$ cat config.mk
export PLATFORM = sky130hd
export DESIGN_NAME = dii_packet_arbiter_flat
export DESIGN_NICKNAME = d
export VERILOG_FILES = /design/src/rtl/dii_packet_arbiter_pkg.sv /design/src/rtl/dii_packet_arbiter_if.sv /design/src/rtl/dii_packet_arbiter_rr_select.sv /design/src/rtl/dii_packet_arbiter.sv /design/src/flat_wrapper.sv
export SDC_FILE = /design/constraint.sdc
export NUM_CORES = 1
export LEC_CHECK = 0
export BUFFER_PORTS_ARGS = -buffer_cell sky130_fd_sc_hd__buf_2
export CAP_MARGIN = 20
export CORE_ASPECT_RATIO = 0.8
export CORE_UTILIZATION = 25
export DETAILED_ROUTE_END_ITERATION = 8
export PLACE_DENSITY = 0.59
export SYNTH_ARGS = -nofsm -noshare
export SYNTH_HDL_FRONTEND = slang
export SYNTH_SLANG_ARGS = --single-unit
$ cat constraint.sdc
create_clock -name clk -period 5 [get_ports clk]
set_clock_uncertainty 0.2 [all_clocks]
set_input_delay 0.25 -clock clk [delete_from_list [all_inputs] [get_ports clk]]
set_output_delay 0.25 -clock clk [all_outputs]
set_load 0.01 [all_outputs]
$ cat src/rtl/dii_packet_arbiter_pkg.sv
// Shared types and constants for the DII packet arbiter.
package dii_arb_pkg;

  localparam int unsigned DII_ARB_CNT_W = 16;

  typedef enum logic [0:0] {
    ARB_IDLE   = 1'b0,
    ARB_LOCKED = 1'b1
  } arb_state_e;

  // Index width for a port count, never narrower than one bit.
  function automatic int unsigned dii_id_width(input int unsigned ports);
    return (ports > 1) ? 32'($clog2(ports)) : 32'd1;
  endfunction

endpackage

$ cat src/rtl/dii_packet_arbiter_if.sv
// DII multi-port input / single output flit bus bundle.
interface dii_arb_if #(
  parameter int unsigned WIDTH = 16,
  parameter int unsigned PORTS = 4
);

  logic [PORTS-1:0][WIDTH-1:0] in_data;
  logic [PORTS-1:0]            in_first;
  logic [PORTS-1:0]            in_last;
  logic [PORTS-1:0]            in_valid;
  logic [PORTS-1:0]            in_ready;
  logic [WIDTH-1:0]            out_data;
  logic                        out_first;
  logic                        out_last;
  logic                        out_valid;
  logic                        out_ready;

  // Arbiter side.
  modport slave (
    input  in_data, in_first, in_last, in_valid, out_ready,
    output in_ready, out_data, out_first, out_last, out_valid
  );

  // Traffic source/sink side.
  modport master (
    output in_data, in_first, in_last, in_valid, out_ready,
    input  in_ready, out_data, out_first, out_last, out_valid
  );

endinterface

$ cat src/rtl/dii_packet_arbiter_rr_select.sv
// Round-robin search: first requester at or above rr_ptr, wrapping to port 0.
module rr_select
  import dii_arb_pkg::*;
#(
  parameter int unsigned PORTS = 4,
  localparam int unsigned IDW = dii_id_width(PORTS)
) (
  input  logic [PORTS-1:0] i_req,
  input  logic [IDW-1:0]   i_rr_ptr,
  output logic [IDW-1:0]   o_gnt,
  output logic             o_gnt_valid
);

  logic [IDW-1:0] w_hi_idx;
  logic           w_hi_vld;
  logic [IDW-1:0] w_lo_idx;
  logic           w_lo_vld;

  // Downward scan so the lowest qualifying index is the one left standing.
  always_comb begin
    w_hi_idx = '0;
    w_hi_vld = 1'b0;
    w_lo_idx = '0;
    w_lo_vld = 1'b0;
    for (int p = int'(PORTS) - 1; p >= 0; p--) begin
      if (i_req[p]) begin
        w_lo_idx = IDW'(p);
        w_lo_vld = 1'b1;
        if (IDW'(p) >= i_rr_ptr) begin
          w_hi_idx = IDW'(p);
          w_hi_vld = 1'b1;
        end
      end
    end
  end

  assign o_gnt       = w_hi_vld ? w_hi_idx : w_lo_idx;
  assign o_gnt_valid = w_lo_vld;

endmodule

$ cat src/rtl/dii_packet_arbiter.sv
// Packet-locked round-robin arbiter for DII flit channels.
// Optional per-port packet counters: define DII_ARB_STATS_EN.
module dii_packet_arbiter
  import dii_arb_pkg::*;
#(
  parameter int unsigned WIDTH = 16,
  parameter int unsigned PORTS = 4,
  localparam int unsigned IDW = dii_id_width(PORTS)
) (
  input  logic                 clk,
  input  logic                 rst_n,
  dii_arb_if.slave             bus,
  output logic [IDW-1:0]       grant_id,
  output logic                 busy
`ifdef DII_ARB_STATS_EN
  ,
  output logic [PORTS-1:0][DII_ARB_CNT_W-1:0] pkt_count
`endif
);

  arb_state_e     r_state;
  arb_state_e     w_state_nxt;
  logic [IDW-1:0] r_grant;
  logic [IDW-1:0] w_grant_nxt;
  logic [IDW-1:0] r_rr_ptr;
  logic [IDW-1:0] w_rr_ptr_nxt;
  logic [IDW-1:0] w_sel;
  logic           w_sel_vld;
  logic           w_last_xfer;

  rr_select #(.PORTS(PORTS)) u_rr_select (
    .i_req       (bus.in_valid),
    .i_rr_ptr    (r_rr_ptr),
    .o_gnt       (w_sel),
    .o_gnt_valid (w_sel_vld)
  );

  assign w_last_xfer = (r_state == ARB_LOCKED) && bus.in_valid[r_grant] &&
                       bus.out_ready && bus.in_last[r_grant];

  always_ff @(posedge clk or negedge rst_n) begin
    if (!rst_n) begin
      r_state  <= ARB_IDLE;
      r_grant  <= '0;
      r_rr_ptr <= '0;
    end else begin
      r_state  <= w_state_nxt;
      r_grant  <= w_grant_nxt;
      r_rr_ptr <= w_rr_ptr_nxt;
    end
  end

  // Next state plus the combinational mux from the locked port to the output.
  always_comb begin
    w_state_nxt   = r_state;
    w_grant_nxt   = r_grant;
    w_rr_ptr_nxt  = r_rr_ptr;
    bus.out_data  = WIDTH'(0);
    bus.out_first = 1'b0;
    bus.out_last  = 1'b0;
    bus.out_valid = 1'b0;
    bus.in_ready  = '0;
    case (r_state)
      ARB_IDLE: begin
        if (w_sel_vld) begin
          w_state_nxt = ARB_LOCKED;
          w_grant_nxt = w_sel;
        end
      end
      ARB_LOCKED: begin
        bus.out_data          = bus.in_data[r_grant];
        bus.out_first         = bus.in_first[r_grant];
        bus.out_last          = bus.in_last[r_grant];
        bus.out_valid         = bus.in_valid[r_grant];
        bus.in_ready[r_grant] = bus.out_ready;
        if (w_last_xfer) begin
          w_state_nxt  = ARB_IDLE;
          w_rr_ptr_nxt = (r_grant == IDW'(PORTS - 1)) ? '0 : r_grant + IDW'(1);
        end
      end
      default: w_state_nxt = ARB_IDLE;
    endcase
  end

  assign grant_id = r_grant;
  assign busy     = (r_state == ARB_LOCKED);

`ifdef DII_ARB_STATS_EN
  logic [PORTS-1:0][DII_ARB_CNT_W-1:0] r_pkt_count;

  // Saturating completed-packet counter per port.
  always_ff @(posedge clk or negedge rst_n) begin
    if (!rst_n) begin
      r_pkt_count <= '0;
    end else if (w_last_xfer && (r_pkt_count[r_grant] != '1)) begin
      r_pkt_count[r_grant] <= r_pkt_count[r_grant] + DII_ARB_CNT_W'(1);
    end
  end

  assign pkt_count = r_pkt_count;
`endif

endmodule

$ cat src/flat_wrapper.sv
// flat-port wrapper written by rule: the top's interface ports become plain ports
module dii_packet_arbiter_flat import dii_arb_pkg::*;
#(
  parameter int unsigned WIDTH = 16,
  parameter int unsigned PORTS = 4,
  localparam int unsigned IDW = dii_id_width(PORTS)
)
  (clk, rst_n, grant_id, busy, bus_in_data, bus_in_first, bus_in_last, bus_in_valid, bus_out_ready, bus_in_ready, bus_out_data, bus_out_first, bus_out_last, bus_out_valid);
  dii_arb_if #(.WIDTH(WIDTH), .PORTS(PORTS)) bus_i ();
  input  logic clk;
  input  logic rst_n;
  output logic [IDW-1:0] grant_id;
  output logic busy;
  input wire logic [$bits(bus_i.in_data)-1:0] bus_in_data;
  input wire logic [$bits(bus_i.in_first)-1:0] bus_in_first;
  input wire logic [$bits(bus_i.in_last)-1:0] bus_in_last;
  input wire logic [$bits(bus_i.in_valid)-1:0] bus_in_valid;
  input wire logic [$bits(bus_i.out_ready)-1:0] bus_out_ready;
  output wire logic [$bits(bus_i.in_ready)-1:0] bus_in_ready;
  output wire logic [$bits(bus_i.out_data)-1:0] bus_out_data;
  output wire logic [$bits(bus_i.out_first)-1:0] bus_out_first;
  output wire logic [$bits(bus_i.out_last)-1:0] bus_out_last;
  output wire logic [$bits(bus_i.out_valid)-1:0] bus_out_valid;
  assign bus_i.in_data = bus_in_data;
  assign bus_i.in_first = bus_in_first;
  assign bus_i.in_last = bus_in_last;
  assign bus_i.in_valid = bus_in_valid;
  assign bus_i.out_ready = bus_out_ready;
  assign bus_in_ready = bus_i.in_ready;
  assign bus_out_data = bus_i.out_data;
  assign bus_out_first = bus_i.out_first;
  assign bus_out_last = bus_i.out_last;
  assign bus_out_valid = bus_i.out_valid;
  dii_packet_arbiter #(.WIDTH(WIDTH), .PORTS(PORTS)) u_core (.clk(clk), .rst_n(rst_n), .bus(bus_i), .grant_id(grant_id), .busy(busy));
endmodule
==> metrics <==
routing usage on met1 18.9%; GR Util met3 2.65%; total clock sinks 5; via-per-instance ratio 4.87; r2r setup slk 2.80 ns; final hold vios 0; syn nets 167; CP startpoint kind flip-flop; 1st-pass router iterations 6; Slew Viols, Final 0; number of flops mapped to enable cells by yosys 0; Crit Path Class flip-flop to output pin; Clock transition at path regs 0.04 ns; WL/cell 14.0 um; max incr delay on CP 0.58 ns; Syn Std Cell Area 947 um2; post-synthesis xor/xnor area fraction 0%; Final period util 49.7%; final setup fails 0; initial antenna violation count 0; Hold Path Class input pin to flip-flop; Synth Area in Adders 5.28%; Int Power 0.408 mW; Leak 0.802 nW; pwr dens 454 mW/mm2; CTS root buffer clkbuf_8; H-tree depth 1; Num CTS Buffers 3; Ant. Diodes 0; critical path peak fanout 16; Final HPWL DP 2630 um; f_max 0.402 GHz; register share of total power 18.8%; post-synth top area share 45.2%; io pins 105; failing checks design-rule violations; Max-slew headroom 38.1%; Initial Util 26.9%; Main synth FF type dfrtp_1; min Tclk post-route 2.48 ns; row cnt 19; Critical Path Slowest Stage Cell dfrtp_1; register area share after synthesis 13.2%; Psw 0.295 mW; most frequent cells in the layout 104 x buf_2, 19 x mux4_2, 19 x and2_1; crit path DAT 2.03 ns; DIE HEIGHT 57.1 um; synth top area cells mux4_2 45%, dfrtp_1 13%, and2_1 13%; layout cells sized above 1 68.4%; Fin Setup TNS 0 ns; RSZ-0062 raised after global routing no; DRC violations left 20; Initial DRC Count 46; switching part of the total 41.9%; main combinational cell family by area after synthesis multiplexers; cells after synthesis 84; number of global-route vias before repair 1,103; placed inst area 0.00149 mm2; mean post-synth cell area 11.3 um2; compound-gate portion of the synthesized area 6.34%; Core Area 0.00352 mm2; post-synthesis async set-or-reset flop share 100%; CTS tree built; Synth Area in Simple Gates 22.9%; FF+latch count, synth 5; CP cell instances buf_4 -> mux4_2 -> and2_1 -> buf_2; Longest Clk Path Bufs 2; synth unique cells 23; All-Layer GR Usage 15.8%; clock power share 10.8%; clock latency on the worst-skew pair 0.22 ns; commonest non-fill, non-tap cell in the layout buf_2; first-pass GRT wire length 5000 um; final std cells w/o fill 229; Routed Antenna Nets 0; data required time of the worst path 4.55 ns; status finished with violations; Die X 70.8 um; slew at the pin with the worst max-slew slack 0.928 ns; Placed Cells 224; final WL 3210 um; yosys warns 0; hold_ws 0.162 ns; Synth-to-Final Area Change 63.5%; met2 Use GR 29.1%; total gr overflow 0; input/output buffers 104; Most Crowded Layer GR met2; Vias 1,116; crit end category output pin; cell area after layout 0.00155 mm2; leading area contributor after synthesis mux4_2; CP Buf/Inv Count 2; nets 271; Die ar. 0.00404 mm2; post-synthesis mux area share 47.6%; largest net degree at the start of global routing 31; crit-path leading delay family flip-flops; max-cap viol count 0; GPL Wtd Cong 0.718; worst vdd ir 0.312 mV; combinational fraction of design power 70.4%
[per-layer routing]
layer,part of all wire [%],wire length [um],vias up
met5,0,0,-
met4,0.97,31,0
met3,11,341,5
met2,50,1600,61
met1,39,1240,517
li1,-,-,533
[kinds of logic after synthesis]
group	count (synthesis)
AOI/OAI and AO/OA	9
adders and majority gates	4
buffers and inverters	10
DFF	5
muxes	21
and+or+nand+nor	35
[registers in the layout, indices dropped and copies added, names as in the netlist]
name,flops
u_core.r_rr_ptr,2
u_core.grant_id,2
u_core.busy,1
[power groups by stage]
stage / logic [mW] / registers, mW / clock network, mW
floorplan: 0.375 / 0.0860 / 0
global placement: 0.497 / 0.135 / 0
detailed placement: 0.498 / 0.135 / 0
CTS: 0.501 / 0.134 / 0.0777
global route: 0.536 / 0.144 / 0.0823
finish: 0.494 / 0.132 / 0.0760
[worst min-delay path, stage by stage]
cell     delay, ns
buf_2         0.13
nor2_1        0.08
o41ai_1       0.08
[cell type report]
cell class	instances	area, um2
fillers	357	1970
multi-input cells	69	777
repair buffers	106	538
flip-flops and latches	5	125
well taps	42	52.6
clock buffers	4	45.0
inverters	3	11.3
[metrics by stage]
step                worst slack, ns  utilization, %  total power, mW
global route                   2.36            44.0            0.762
floorplan                      3.05               -            0.461
detailed placement             2.73            42.5            0.633
CTS                            2.48            44.0            0.712
global placement               2.75            42.5            0.632
finish                         2.52            44.0            0.703
[final timing paths]
path | end | startpoint | cells past startpoint
max | bus_out_data[5] | u_core.grant_id[0] | 4
min | u_core.grant_id[1] | bus_in_valid[2] | 3
max reg2reg | u_core.r_rr_ptr[0] | u_core.grant_id[1] | 3
min reg2reg | u_core.r_rr_ptr[0] | u_core.r_rr_ptr[0] | 1
max in group asynchronous | u_core.r_rr_ptr[1] | rst_n | 2
min in group asynchronous | u_core.grant_id[1] | rst_n | 2
[repair_timing]
action | 4_1_cts | 5_1_grt
hold buffers | 1 | 0
resized for setup | 0 | 0
hold endpoints to repair | 5 | 0
setup buffers | 0 | 0
[cells in the mapped netlist, types with 2 or more instances]
cell type and n:
nand2b_1 2, o21a_1 2, mux4_2 19, inv_1 3, o21ai_0 2, nor2_1 3
and3_1 5, o41ai_1 2, buf_2 3, ha_1 4, dfrtp_1 5, and2_1 19
mux2_1 2, clkbuf_1 3, and3b_1 2
Note: power is estimated with default switching activity, not from simulation.
